File: config.mk
export PLATFORM = sky130hd
export DESIGN_NAME = seg7_scan_mux
export DESIGN_NICKNAME = d
export VERILOG_FILES = /design/src/rtl/seg7_pkg.sv /design/src/rtl/tick_gen.sv /design/src/rtl/seg7_scan_mux.sv
export SDC_FILE = /design/constraint.sdc
export NUM_CORES = 1
export LEC_CHECK = 0
export CELL_PAD_IN_SITES_DETAIL_PLACEMENT = 1
export CELL_PAD_IN_SITES_GLOBAL_PLACEMENT = 2
export CORE_MARGIN = 2
export CORE_UTILIZATION = 30
export CTS_CLUSTER_DIAMETER = 50
export CTS_CLUSTER_SIZE = 14
export DETAILED_ROUTE_END_ITERATION = 10
export GPL_TIMING_DRIVEN = 0
export HOLD_SLACK_MARGIN = 0.05
export PLACE_DENSITY = 0.91
export SYNTH_ARGS = -nofsm -noshare
export SYNTH_HDL_FRONTEND = slang
export SYNTH_SLANG_ARGS = --single-unit
File: constraint.sdc
create_clock -name clk_100MHz -period 7.8 [get_ports clk_100MHz]
set_clock_uncertainty 0.05 [all_clocks]
set_input_delay 2.34 -clock clk_100MHz [delete_from_list [all_inputs] [get_ports clk_100MHz]]
set_output_delay 2.34 -clock clk_100MHz [all_outputs]
set_load 0.02 [all_outputs]
File: src/rtl/seg7_pkg.sv
// Shared constants for the seven-segment scan driver.
// Segment constants are active-high (bit0=a .. bit6=g); the consumer applies output polarity.
package seg7_pkg;

  localparam logic [6:0] SEG_BLANK = 7'h00;
  localparam logic [6:0] SEG_DASH  = 7'h40;
  localparam logic [6:0] SEG_ZERO  = 7'h3F;
  localparam logic [6:0] SEG_TWO   = 7'h5B;

  localparam logic [2:0] EDIT_NONE  = 3'd0;
  localparam logic [2:0] EDIT_SEC   = 3'd1;
  localparam logic [2:0] EDIT_MIN   = 3'd2;
  localparam logic [2:0] EDIT_HOUR  = 3'd3;
  localparam logic [2:0] EDIT_DAY   = 3'd4;
  localparam logic [2:0] EDIT_MONTH = 3'd5;
  localparam logic [2:0] EDIT_YEAR  = 3'd6;

  localparam logic TIME_PAGE = 1'b0;
  localparam logic DATE_PAGE = 1'b1;

  function automatic logic [6:0] seg_pol(input logic [6:0] s, input logic active_low);
    return active_low ? ~s : s;
  endfunction

endpackage

File: src/rtl/tick_gen.sv
// Free-running 0..DIV-1 counter with a one-cycle tick while at DIV-1.
// Latency: tick asserted combinationally from the count; no backpressure.
module tick_gen #(
  parameter int DIV = 16
) (
  input  logic clk,
  input  logic rst_n,
  output logic tick
);

  localparam int            W    = $clog2(DIV);
  localparam logic [W-1:0]  LAST = W'(DIV - 1);

  logic [W-1:0] cnt_q, cnt_d;

  always_comb begin
    tick  = (cnt_q == LAST);
    cnt_d = tick ? '0 : cnt_q + 1'b1;
  end

  always_ff @(posedge clk or negedge rst_n) begin
    if (!rst_n) cnt_q <= '0;
    else        cnt_q <= cnt_d;
  end

endmodule

File: src/rtl/seg7_scan_mux.sv
// 8-digit seven-segment scan driver with time/date pages and edit-field blinking.
// Latency: an/seg registered together one cycle after scan_tick; no backpressure.
module seg7_scan_mux
  import seg7_pkg::*;
#(
  parameter int CLK_HZ         = 100_000_000,
  parameter int SCAN_HZ        = 1000,
  parameter bit SEG_ACTIVE_LOW = 1'b1
) (
  input  logic        clk_100MHz,
  input  logic        reset,
  input  logic [13:0] sec_7seg,
  input  logic [13:0] min_7seg,
  input  logic [13:0] hour_7seg,
  input  logic [13:0] day_7seg,
  input  logic [13:0] month_7seg,
  input  logic [27:0] year_7seg,
  input  logic        page_btn,
  input  logic [2:0]  edit_field,
  output logic [7:0]  an,
  output logic [6:0]  seg,
  output logic        page
);

  localparam int DIV       = CLK_HZ / SCAN_HZ;
  localparam int BLINK_DIV = CLK_HZ / 4;

  localparam logic [6:0] OUT_BLANK = seg_pol(SEG_BLANK, SEG_ACTIVE_LOW);
  localparam logic [6:0] OUT_DASH  = seg_pol(SEG_DASH,  SEG_ACTIVE_LOW);
  localparam logic [6:0] OUT_ZERO  = seg_pol(SEG_ZERO,  SEG_ACTIVE_LOW);
  localparam logic [6:0] OUT_TWO   = seg_pol(SEG_TWO,   SEG_ACTIVE_LOW);

  logic       scan_tick, blink_tick;
  logic [2:0] d_q, d_d;
  logic       blink_on_q, blink_on_d;
  logic       page_q, page_d;
  logic       btn_q, btn_d;
  logic [7:0] an_q, an_d;
  logic [6:0] seg_q, seg_d;
  logic [6:0] dig_seg;
  logic [2:0] dig_field;
  logic       blank_dig;
  logic       unused_year_hi;

  assign unused_year_hi = ^year_7seg[27:14];

  tick_gen #(.DIV(DIV)) u_scan_tick (
    .clk   (clk_100MHz),
    .rst_n (reset),
    .tick  (scan_tick)
  );

  tick_gen #(.DIV(BLINK_DIV)) u_blink_tick (
    .clk   (clk_100MHz),
    .rst_n (reset),
    .tick  (blink_tick)
  );

  // Forced page from edit_field wins over a coincident button edge.
  always_comb begin
    btn_d      = page_btn;
    blink_on_d = blink_tick ? ~blink_on_q : blink_on_q;
    d_d        = scan_tick ? d_q + 3'd1 : d_q;
    case (edit_field)
      EDIT_SEC, EDIT_MIN, EDIT_HOUR:   page_d = TIME_PAGE;
      EDIT_DAY, EDIT_MONTH, EDIT_YEAR: page_d = DATE_PAGE;
      default:                         page_d = (page_btn && !btn_q) ? ~page_q : page_q;
    endcase
  end

  // The mux looks at next-state digit and page so the registered pair is always current.
  always_comb begin
    dig_seg   = OUT_BLANK;
    dig_field = EDIT_NONE;
    if (page_d == TIME_PAGE) begin
      case (d_d)
        3'd7:    begin dig_seg = hour_7seg[13:7]; dig_field = EDIT_HOUR; end
        3'd6:    begin dig_seg = hour_7seg[6:0];  dig_field = EDIT_HOUR; end
        3'd5:    dig_seg = OUT_DASH;
        3'd4:    begin dig_seg = min_7seg[13:7];  dig_field = EDIT_MIN;  end
        3'd3:    begin dig_seg = min_7seg[6:0];   dig_field = EDIT_MIN;  end
        3'd2:    dig_seg = OUT_DASH;
        3'd1:    begin dig_seg = sec_7seg[13:7];  dig_field = EDIT_SEC;  end
        default: begin dig_seg = sec_7seg[6:0];   dig_field = EDIT_SEC;  end
      endcase
    end else begin
      case (d_d)
        3'd7:    begin dig_seg = day_7seg[13:7];   dig_field = EDIT_DAY;   end
        3'd6:    begin dig_seg = day_7seg[6:0];    dig_field = EDIT_DAY;   end
        3'd5:    begin dig_seg = month_7seg[13:7]; dig_field = EDIT_MONTH; end
        3'd4:    begin dig_seg = month_7seg[6:0];  dig_field = EDIT_MONTH; end
        3'd3:    dig_seg = OUT_TWO;
        3'd2:    dig_seg = OUT_ZERO;
        3'd1:    begin dig_seg = year_7seg[13:7];  dig_field = EDIT_YEAR;  end
        default: begin dig_seg = year_7seg[6:0];   dig_field = EDIT_YEAR;  end
      endcase
    end
    blank_dig = !blink_on_q && (dig_field != EDIT_NONE) && (dig_field == edit_field);
    an_d      = scan_tick ? ~(8'd1 << d_d) : an_q;
    seg_d     = scan_tick ? (blank_dig ? OUT_BLANK : dig_seg) : seg_q;
  end

  always_ff @(posedge clk_100MHz or negedge reset) begin
    if (!reset) begin
      d_q        <= 3'd0;
      blink_on_q <= 1'b1;
      page_q     <= TIME_PAGE;
      btn_q      <= 1'b0;
      an_q       <= 8'hFF;
      seg_q      <= OUT_BLANK;
    end else begin
      d_q        <= d_d;
      blink_on_q <= blink_on_d;
      page_q     <= page_d;
      btn_q      <= btn_d;
      an_q       <= an_d;
      seg_q      <= seg_d;
    end
  end

  assign an   = an_q;
  assign seg  = seg_q;
  assign page = page_q;

endmodule

# Yosys cells after proc, flatten, opt, wreduce, memory -nomap -nowiden
# Index checks and enable logic that the tools add are counted.
# Widths: inputs -> output; s select.
# word_totals
inputBits	104
reg_bits	63
wordCells	56
output_inout_bits	16
# op_classes
n_eq_ne	16
shift	1
n_reduce_logical	13
n_bitwise	3
muxes	12
addsub	3
# op_table
operator	count
$pmux 7 s7	1
$pmux 7 s6	1
$add 25x1->25 const B	1
$eq 25x25->1 const B	1
$mux 25	1
$eq 3x3->1 const B	7
$add 17x1->17 const B	1
$eq 17x17->1 const B	1
$mux 17	1
$mux 7	2
$eq 3x2->1 const B	4
$reduce_or 2->1	5
$pmux 3 s3	1
$not 8->8	1
$shl 1x3->8 const A	1
$eq 3x1->1 const B	2
$mux 3	2
$pmux 2 s3	1
$reduce_or 3->1	2
$add 3x1->3 const B	1
$eq 3x3->1	1
$logic_and 1x1->1	3
$reduce_bool 3->1	1
$logic_not 1->1	2
3 further kinds	4

# Longest topological paths before layout
# Gate-level depths: netlist (run 1).
# depth
word_depth	10
depth_mapped	12
mapped_depth_nobuf	10

# Hierarchy
# A second synthesis (run 1) with hierarchy kept.
# unflattened
cells_unflattened	441
hier_area_um2	4018.9
# by_module_without_submodules
mod	area_per_inst_um2	cells_each	instances
seg7_scan_mux	1910.6	238	1
tick_gen at u_blink_tick	1315.0	129	1
tick_gen at u_scan_tick	793.3	74	1

# Worst setup path after synthesis (run 1)
# Ideal clock, no wire load.
# synth_timing
path_kind	in2reg
start	input port page_btn
end	register seg_q[0], in the netlist seg[0]
path_stages	10
path_slack_ns	3.445
t_arrival_ns	4.243
setup_time_ns	0.062
path_cell_list	nand2b_1 -> xnor2_1 -> and2_1 -> nor2_4 -> inv_2 -> xnor2_1 -> a221o_1 -> and3b_1 -> o41ai_4 -> a221o_1
# synth_via
elab_chain_len	8
elab_cells_between_ends	10
cone_classes	eq/ne (1); mux (5); reduce/logical (4)
# synth_rtl
element	line_no	rtl
start, declared	seg7_scan_mux.sv:18	input logic page_btn,
$logic_and 1x1->1 (*)	seg7_scan_mux.sv:67	default: page_d = (page_btn && !btn_q) ? ~page_q : page_q;
$mux 1 (*)	seg7_scan_mux.sv:67	
$pmux 1 s2 (*)	seg7_scan_mux.sv:64	case (edit_field)
$mux 3	seg7_scan_mux.sv:75	if (page_d == TIME_PAGE) begin
$reduce_bool 3->1	seg7_scan_mux.sv:98	blank_dig = !blink_on_q && (dig_field != EDIT_NONE) && (dig_field == edit_field);
$logic_and 1x1->1 (2 in series)	seg7_scan_mux.sv:98	
$mux 7 (*)	seg7_scan_mux.sv:100	seg_d = scan_tick ? (blank_dig ? OUT_BLANK : dig_seg) : seg_q;
end signal, assigned	seg7_scan_mux.sv:117	seg_q <= seg_d;
end, declared	seg7_scan_mux.sv:39	logic [6:0] seg_q, seg_d;
# Mark *: on every way between the ends. The rest lies on a longest branch, timed or not.
# A chain may end at the register's enable or synchronous reset.

# Worst setup path after layout (run 1)
# Same ends and word-level chain as after synthesis.

==> results of run 1 <==
==> layer usage <==
metal,up-vias,wire length (um)
met5,-,0
met4,0,252
met3,17,682
met2,103,6500
met1,1937,6540
li1,1877,-
==> final timing paths <==
path	start	end	slack (ns)	cells after the start
setup / recovery	page_btn	seg[0]$_DFFE_PN1N_	2.93	11
hold reg to reg	u_blink_tick.cnt_q[4]$_DFF_PN0_	u_blink_tick.cnt_q[4]$_DFF_PN0_	0.43	1
hold / removal	u_blink_tick.cnt_q[4]$_DFF_PN0_	u_blink_tick.cnt_q[4]$_DFF_PN0_	0.43	1
setup reg to reg	d_q[1]$_DFF_PN0_	seg[0]$_DFFE_PN1N_	4.67	9
min in group asynchronous	reset	u_blink_tick.cnt_q[2]$_DFF_PN0_	2.04	1
max in group asynchronous	reset	an[0]$_DFFE_PN1N_	4.94	2
==> sequential cells by signal, summed over array words and instances (netlist names) <==
| name | cells |
|---|---|
| d_q | 3 |
| seg | 7 |
| btn_q | 1 |
| an | 8 |
| u_blink_tick.cnt_q | 25 |
| page | 1 |
| blink_on_q | 1 |
| u_scan_tick.cnt_q | 17 |
==> worst max-delay path: stages <==
cell	delay, ns
clkdlybuf4s50_1	0.49
nand2b_1	0.08
xnor2_1	0.15
and2_1	0.21
nor2_4	0.25
inv_2	0.10
xnor2_1	0.14
a221o_1	0.38
and3b_1	0.20
o41ai_4	0.50
a221o_1	0.25
==> power groups by stage <==
stage               clock network, mW  registers [mW]  logic, mW
global route                    0.396           0.329     0.0967
detailed placement                  0           0.335     0.0880
global placement                    0           0.335     0.0862
CTS                             0.380           0.329     0.0894
finish                          0.374           0.329     0.0885
floorplan                           0           0.335     0.0253
==> cell families after synthesis <==
logic type	Yosys count	synth area share (%)
AO/OA/AOI/OAI	111	18.4
XOR/XNOR	41	9.03
adder cells (fa/ha/maj)	3	0.925
buffers and inverters	36	4.56
flip-flops	63	39.3
multiplexers	13	3.73
AND/OR/NAND/NOR	194	24.0
==> stage by stage <==
stage | util [%] | std cells | setup slack [ns]
finish | 42.5 | 759 | 2.93
global route | 42.5 | 759 | 2.72
CTS | 42.5 | 759 | 2.93
detailed placement | 40.4 | 743 | 2.63
global placement | 40.3 | 742 | 2.33
floorplan | - | 461 | 3.45
==> cells in the final DEF (no fill, tap or decap), types with 6 or more instances in the layout <==
master and n:
inv_1 8, clkbuf_1 7, o22ai_1 10, xor2_1 18, a31oi_1 10, nand2_1 45
and4_1 6, clkbuf_16 9, nand3_1 20, a21oi_1 28, o21ai_0 23, dfstp_2 16
nand4_1 8, nor2_1 64, xnor2_1 22, dfrtp_1 47, buf_2 13, nor3_1 10
clkdlybuf4s50_1 104, and3_1 8, mux2i_1 7
==> area by class of cell <==
class                           instances  area (sq um)  share of cell area, %
Inverter                               12          50.0                  0.890
Multi-Input combinational cell        362          2280                   40.5
Buffer                                 24           135                   2.40
Timing Repair Buffer                  106          1070                   19.0
Clock buffer                           12           246                   4.38
Tap cell                              176           220                   3.91
Clock inverter                          4          32.5                  0.578
Sequential cell                        63          1600                   28.4
==> run summary, run 1 <==
Yosys top cell area share: 29.0%
Tot GR Track Use: 19.9%
ANT nets after route: 0
Worst Path Arrival: 5.09 ns
Via count: 3,934
Root Buffer: clkbuf_16
Post-cts resize count: 0
FILL cells: 1,553
Met2 global-route usage: 33.7%
Final total power: 792 uW
# IOs: 120
Switch Pwr: 184 uW
Most common library cells after synthesis: nor2_1, dfrtp_1, nand2_1, a21oi_1, o21ai_0
Post-DP HPWL: 10,600 um
Pre-antenna DRT Iters: 4
First-pass GRT wire length: 22,600 um
Hold Path Class: reg -> reg
Core Region: 13,200 sq um
1st-iter DRT viols: 197
Clock transition at path regs: 0.06 ns
Post-Route WL: 14,000 um
M3 GR Usage: 3.77%
Placement Cell Area: 5350 sq um
Net total in the final layout: 685
Largest net degree at the start of global routing: 34
H-tree Lvls: 3
Fmax: 205 MHz
Num CTS Buffers: 9
Area grow syn2layout: 38.6%
WL/cell: 18.4 um
Die Footprint: 14,500 sq um
RSZ-0062 raised after global routing: false
Worst hold slack: 0.431 ns
CP startpoint kind: primary input
PortBufs: 105
Largest cells by area after synthesis: dfrtp_1, dfstp_2, nor2_1
Combinational power share: 11.2%
Via density: 5.18
Residual DRC: 0
Final GP Congestion: 0.848
Internal Power: 608 uW
CP endpoint kind: register
Setup TNS: 0 ns
Top FF cell, synth: dfrtp_1
Synth Area per Inst: 8.81 sq um
Syn. warnings: 0
Share of layout cells above drive strength 1: 12.2%
Initial Util: 30.7%
GR peak layer: met2
Synth Cell Area: 4060 sq um
Postcts setup bufs: 0
Final instance area: 5630 sq um
Syn Nets: 568
Max IR drop VDD: 99.2 uV
Switching Share: 23.3%
Seq/Total Area, Yosys: 39.3%
WP data required: 8.02 ns
Die width: 120 um
Setup Viol. Count Final: 0
Status: finished clean
M1 GR Usage: 26.0%
Most common cell in the netlist: nor2_1
Seq cells post-synth: 63
Vias in the first global route: 4,222
Pleak: 2.23 nW
Clock power frac: 47.3%
CTS tree: done
Min Clock Period, post-route: 4.87 ns
Async SR Flop Fraction: 100%
Flop pwr share: 41.6%
Post-Syn Instances: 461
Slew HR: 47.2%
Initial antenna violation count: 0
Global route overflow: 0
EDFF count, synth: 0
# diodes: 0
Crit Path Class: in -> reg
Die extent in y: 120 um
Worst-Margin Slew: 0.792 ns
Row cnt: 42
Hold Vio Cnt, Final: 0
Critical Path Fanout Max: 9
CTS sink count: 63
Worst skew pair latency: 0.33 ns
Leading area contributor after synthesis: dfrtp_1
Max-slew violation count: 0
Hold buffers post-CTS: 0
Pwr dens: 141 nW/um^2
Longest Clk Path Bufs: 2
Period utilisation layout: 62.5%
Yosys cell types: 64
Max-cap violations: 0
(Power assumes the default switching activity.)
==> run 2, diff against run 1 <==
--- a/config.mk
+++ b/config.mk
@@ -8,13 +8,13 @@
 export CELL_PAD_IN_SITES_DETAIL_PLACEMENT = 1
 export CELL_PAD_IN_SITES_GLOBAL_PLACEMENT = 2
 export CORE_MARGIN = 2
-export CORE_UTILIZATION = 30
+export CORE_UTILIZATION = 25
 export CTS_CLUSTER_DIAMETER = 50
 export CTS_CLUSTER_SIZE = 14
 export DETAILED_ROUTE_END_ITERATION = 10
 export GPL_TIMING_DRIVEN = 0
 export HOLD_SLACK_MARGIN = 0.05
-export PLACE_DENSITY = 0.91
+export PLACE_DENSITY = 0.82
 export SYNTH_ARGS = -nofsm -noshare
 export SYNTH_HDL_FRONTEND = slang
 export SYNTH_SLANG_ARGS = --single-unit
==> constraint.sdc (replaced) <==
create_clock -name clk_100MHz -period 4 [get_ports clk_100MHz]
set_clock_uncertainty 0.05 [all_clocks]
set_input_delay 1.2 -clock clk_100MHz [delete_from_list [all_inputs] [get_ports clk_100MHz]]
set_output_delay 1.2 -clock clk_100MHz [all_outputs]
set_load 0.02 [all_outputs]
==> run summary, run 2 (synthesis results as in run 1) <==
Final core utilization: 36.0% (-6.5 points)
Longest Clk Path Bufs: 2 (unchanged)
Share of layout cells above drive strength 1: 12.4% (+0.19 points)
Hold buffers post-CTS: 0 (unchanged)
Worst Slack Setup Final: 0.278 ns (-2.65 ns)
Post-DP HPWL: 11,000 um (+3.7%)
Max-slew violation count: 0 (unchanged)
Crit Path Class: in -> reg
Switch Pwr: 358 uW (+94%)
Pwr dens: 294 nW/um^2 (+110%)
Max-cap violations: 0 (unchanged)
CP startpoint kind: primary input
Largest reg by FF count: u_blink_tick.cnt_q
Die width: 131 um (+9.2%)
Commonest non-fill, non-tap cell in the layout: clkdlybuf4s50_1
Hold Vio Cnt, Final: 0 (unchanged)
Largest net degree at the start of global routing: 64 (+88%)
Core Region: 15,900 sq um (+20%)
Post-cts resize count: 0 (unchanged)
Min Clock Period, post-route: 3.72 ns
Flop pwr share: 38.2% (-3.4 points)
Period utilisation layout: 93.1%
Internal Power: 1.32 mW (+120%)
Clock power frac: 51.5% (+4.2 points)
CTS tree: done
PortBufs: 105 (unchanged)
Via count: 3,920 (-0.36%)
Num CTS Buffers: 9 (unchanged)
Global route overflow: 0 (unchanged)
CP endpoint kind: register
H-tree Lvls: 3 (unchanged)
Slew HR: 46.5% (-0.64 points)
Area grow syn2layout: 40.7%
Die Footprint: 17,300 sq um (+19%)
1st-iter DRT viols: 160 (-19%)
Initial Util: 25.6% (-5.1 points)
Pre-CTS setup slack: -0.109 ns (-2.74 ns)
Residual DRC: 0 (unchanged)
Final GP Congestion: 0.862 (+1.6%)
Switching Share: 21.3% (-2.0 points)
Worst Path Arrival: 3.95 ns (-1.14 ns)
Reg-to-Reg Start: u_scan_tick.cnt_q[0]$_DFF_PN0_
RSZ-0062 raised after global routing: false
Tot GR Track Use: 16.8% (-3.1 points)
Combinational power share: 10.3% (-0.9 points)
Status: finished clean
Worst R2R End: seg[5]$_DFFE_PN1N_
Final total power: 1.68 mW (+110%)
Vias in the first global route: 4,305 (+2.0%)
Clock transition at path regs: 0.06 ns (about the same)
Post-Route WL: 14,100 um (+1.1%)
Hold Path Class: reg -> reg
ANT nets after route: 0 (unchanged)
Row cnt: 46 (+9.5%)
FILL cells: 1,884 (+21%)
WL/cell: 17.7 um (-3.9%)
Postcts setup bufs: 0 (unchanged)
# IOs: 120 (unchanged)
Reg2Reg Depth: 11 (+2)
# diodes: 0 (unchanged)
Net total in the final layout: 684 (-0.15%)
CTS sink count: 63 (unchanged)
Pleak: 2.25 nW (+0.91%)
Die extent in y: 131 um (+9.2%)
Most frequent cells in the layout: clkdlybuf4s50_1, nor2_1, dfrtp_1
Fmax: 269 MHz
Initial antenna violation count: 0 (unchanged)
WP data required: 4.22 ns (-3.80 ns)
Max reg flops: 25 (unchanged)
Hold endpoint: u_blink_tick.cnt_q[4]$_DFF_PN0_
Setup TNS: 0 ns (unchanged)
Max IR drop VDD: 186 uV (+87%)
Via density: 4.91 (-5.2%)
Setup Viol. Count Final: 0 (unchanged)
Pre-antenna DRT Iters: 4 (unchanged)
Worst skew pair latency: 0.33 ns (about the same)
Worst-Margin Slew: 0.802 ns (+0.00955 ns)
First-pass GRT wire length: 22,900 um (+1.1%)
Worst Hold Depth: 1 (unchanged)
Worst hold slack: 0.419 ns (-0.0122 ns)
Root Buffer: clkbuf_16
Reg2reg setup slack: 0.84 ns (-3.83 ns)
Hold Startpoint: u_blink_tick.cnt_q[4]$_DFF_PN0_
Critical Path Fanout Max: 9 (unchanged)
[run 2: cell count changes in the layout (fill, tap and decap cells not counted), sizes merged]
cell	before	now
clkbuf	17	16
clkinv	2	1
bufinv	0	2
buf	21	20
[run 2: cell type report]
class | instances | area (sq um) | share of cell area [%]
clock inverters | 5 | 80.1 | 1.40
repair buffers | 105 | 1050 | 18.4
flip-flops and latches | 63 | 1600 | 28.0
plain buffers | 24 | 135 | 2.37
inverters | 12 | 50.0 | 0.876
multi-input cells | 362 | 2280 | 39.9
well taps | 216 | 270 | 4.73
clock buffers | 11 | 253 | 4.42
[run 2: how the worst max path moves through the flow]
stage | start | end | slack (ns)
5_1_grt | page_btn | seg[0]$_DFFE_PN1N_ | 0.12
3_5_place_dp | page_btn | seg[0]$_DFFE_PN1N_ | -0.11
3_3_place_gp | reset | btn_q$_DFF_PN0_ | -0.38
2_1_floorplan | page_btn | seg[0]$_DFFE_PN1N_ | 0.79
4_1_cts | page_btn | seg[0]$_DFFE_PN1N_ | 0.23
6_report | page_btn | seg[0]$_DFFE_PN1N_ | 0.28
[run 2: metrics by stage]
step	cell area [sq um]	std cells
5_1_grt	5710	798
2_1_floorplan	4060	461
3_3_place_gp	5380	782
3_5_place_dp	5380	782
6_report	5710	798
4_1_cts	5710	798
[run 2: routing by layer]
layer / up-vias / global-route usage (%) / routed length (um)
li1: 1875 / - / -
met1: 1889 / 19.7 / 5950
met2: 135 / 29.0 / 6870
met3: 21 / 4.75 / 963
met4: 0 / 6.46 / 338
met5: - / 0 / 0
[run 2: power groups by stage]
stage | logic, mW | clock network [mW] | registers, mW
after detailed placement | 0.175 | 0 | 0.652
after floorplan | 0.0494 | 0 | 0.654
after CTS | 0.176 | 0.886 | 0.642
after global placement | 0.172 | 0 | 0.652
final | 0.173 | 0.866 | 0.642
after global routing | 0.187 | 0.913 | 0.642
[run 2: critical path, cell delays in order]
cell             delay, ns
clkdlybuf4s50_1       0.48
nand2b_1              0.08
xnor2_1               0.14
and2_1                0.21
nor2_4                0.27
inv_2                 0.10
xnor2_1               0.15
a221o_1               0.38
and3b_1               0.19
o41ai_4               0.48
a221o_1               0.24
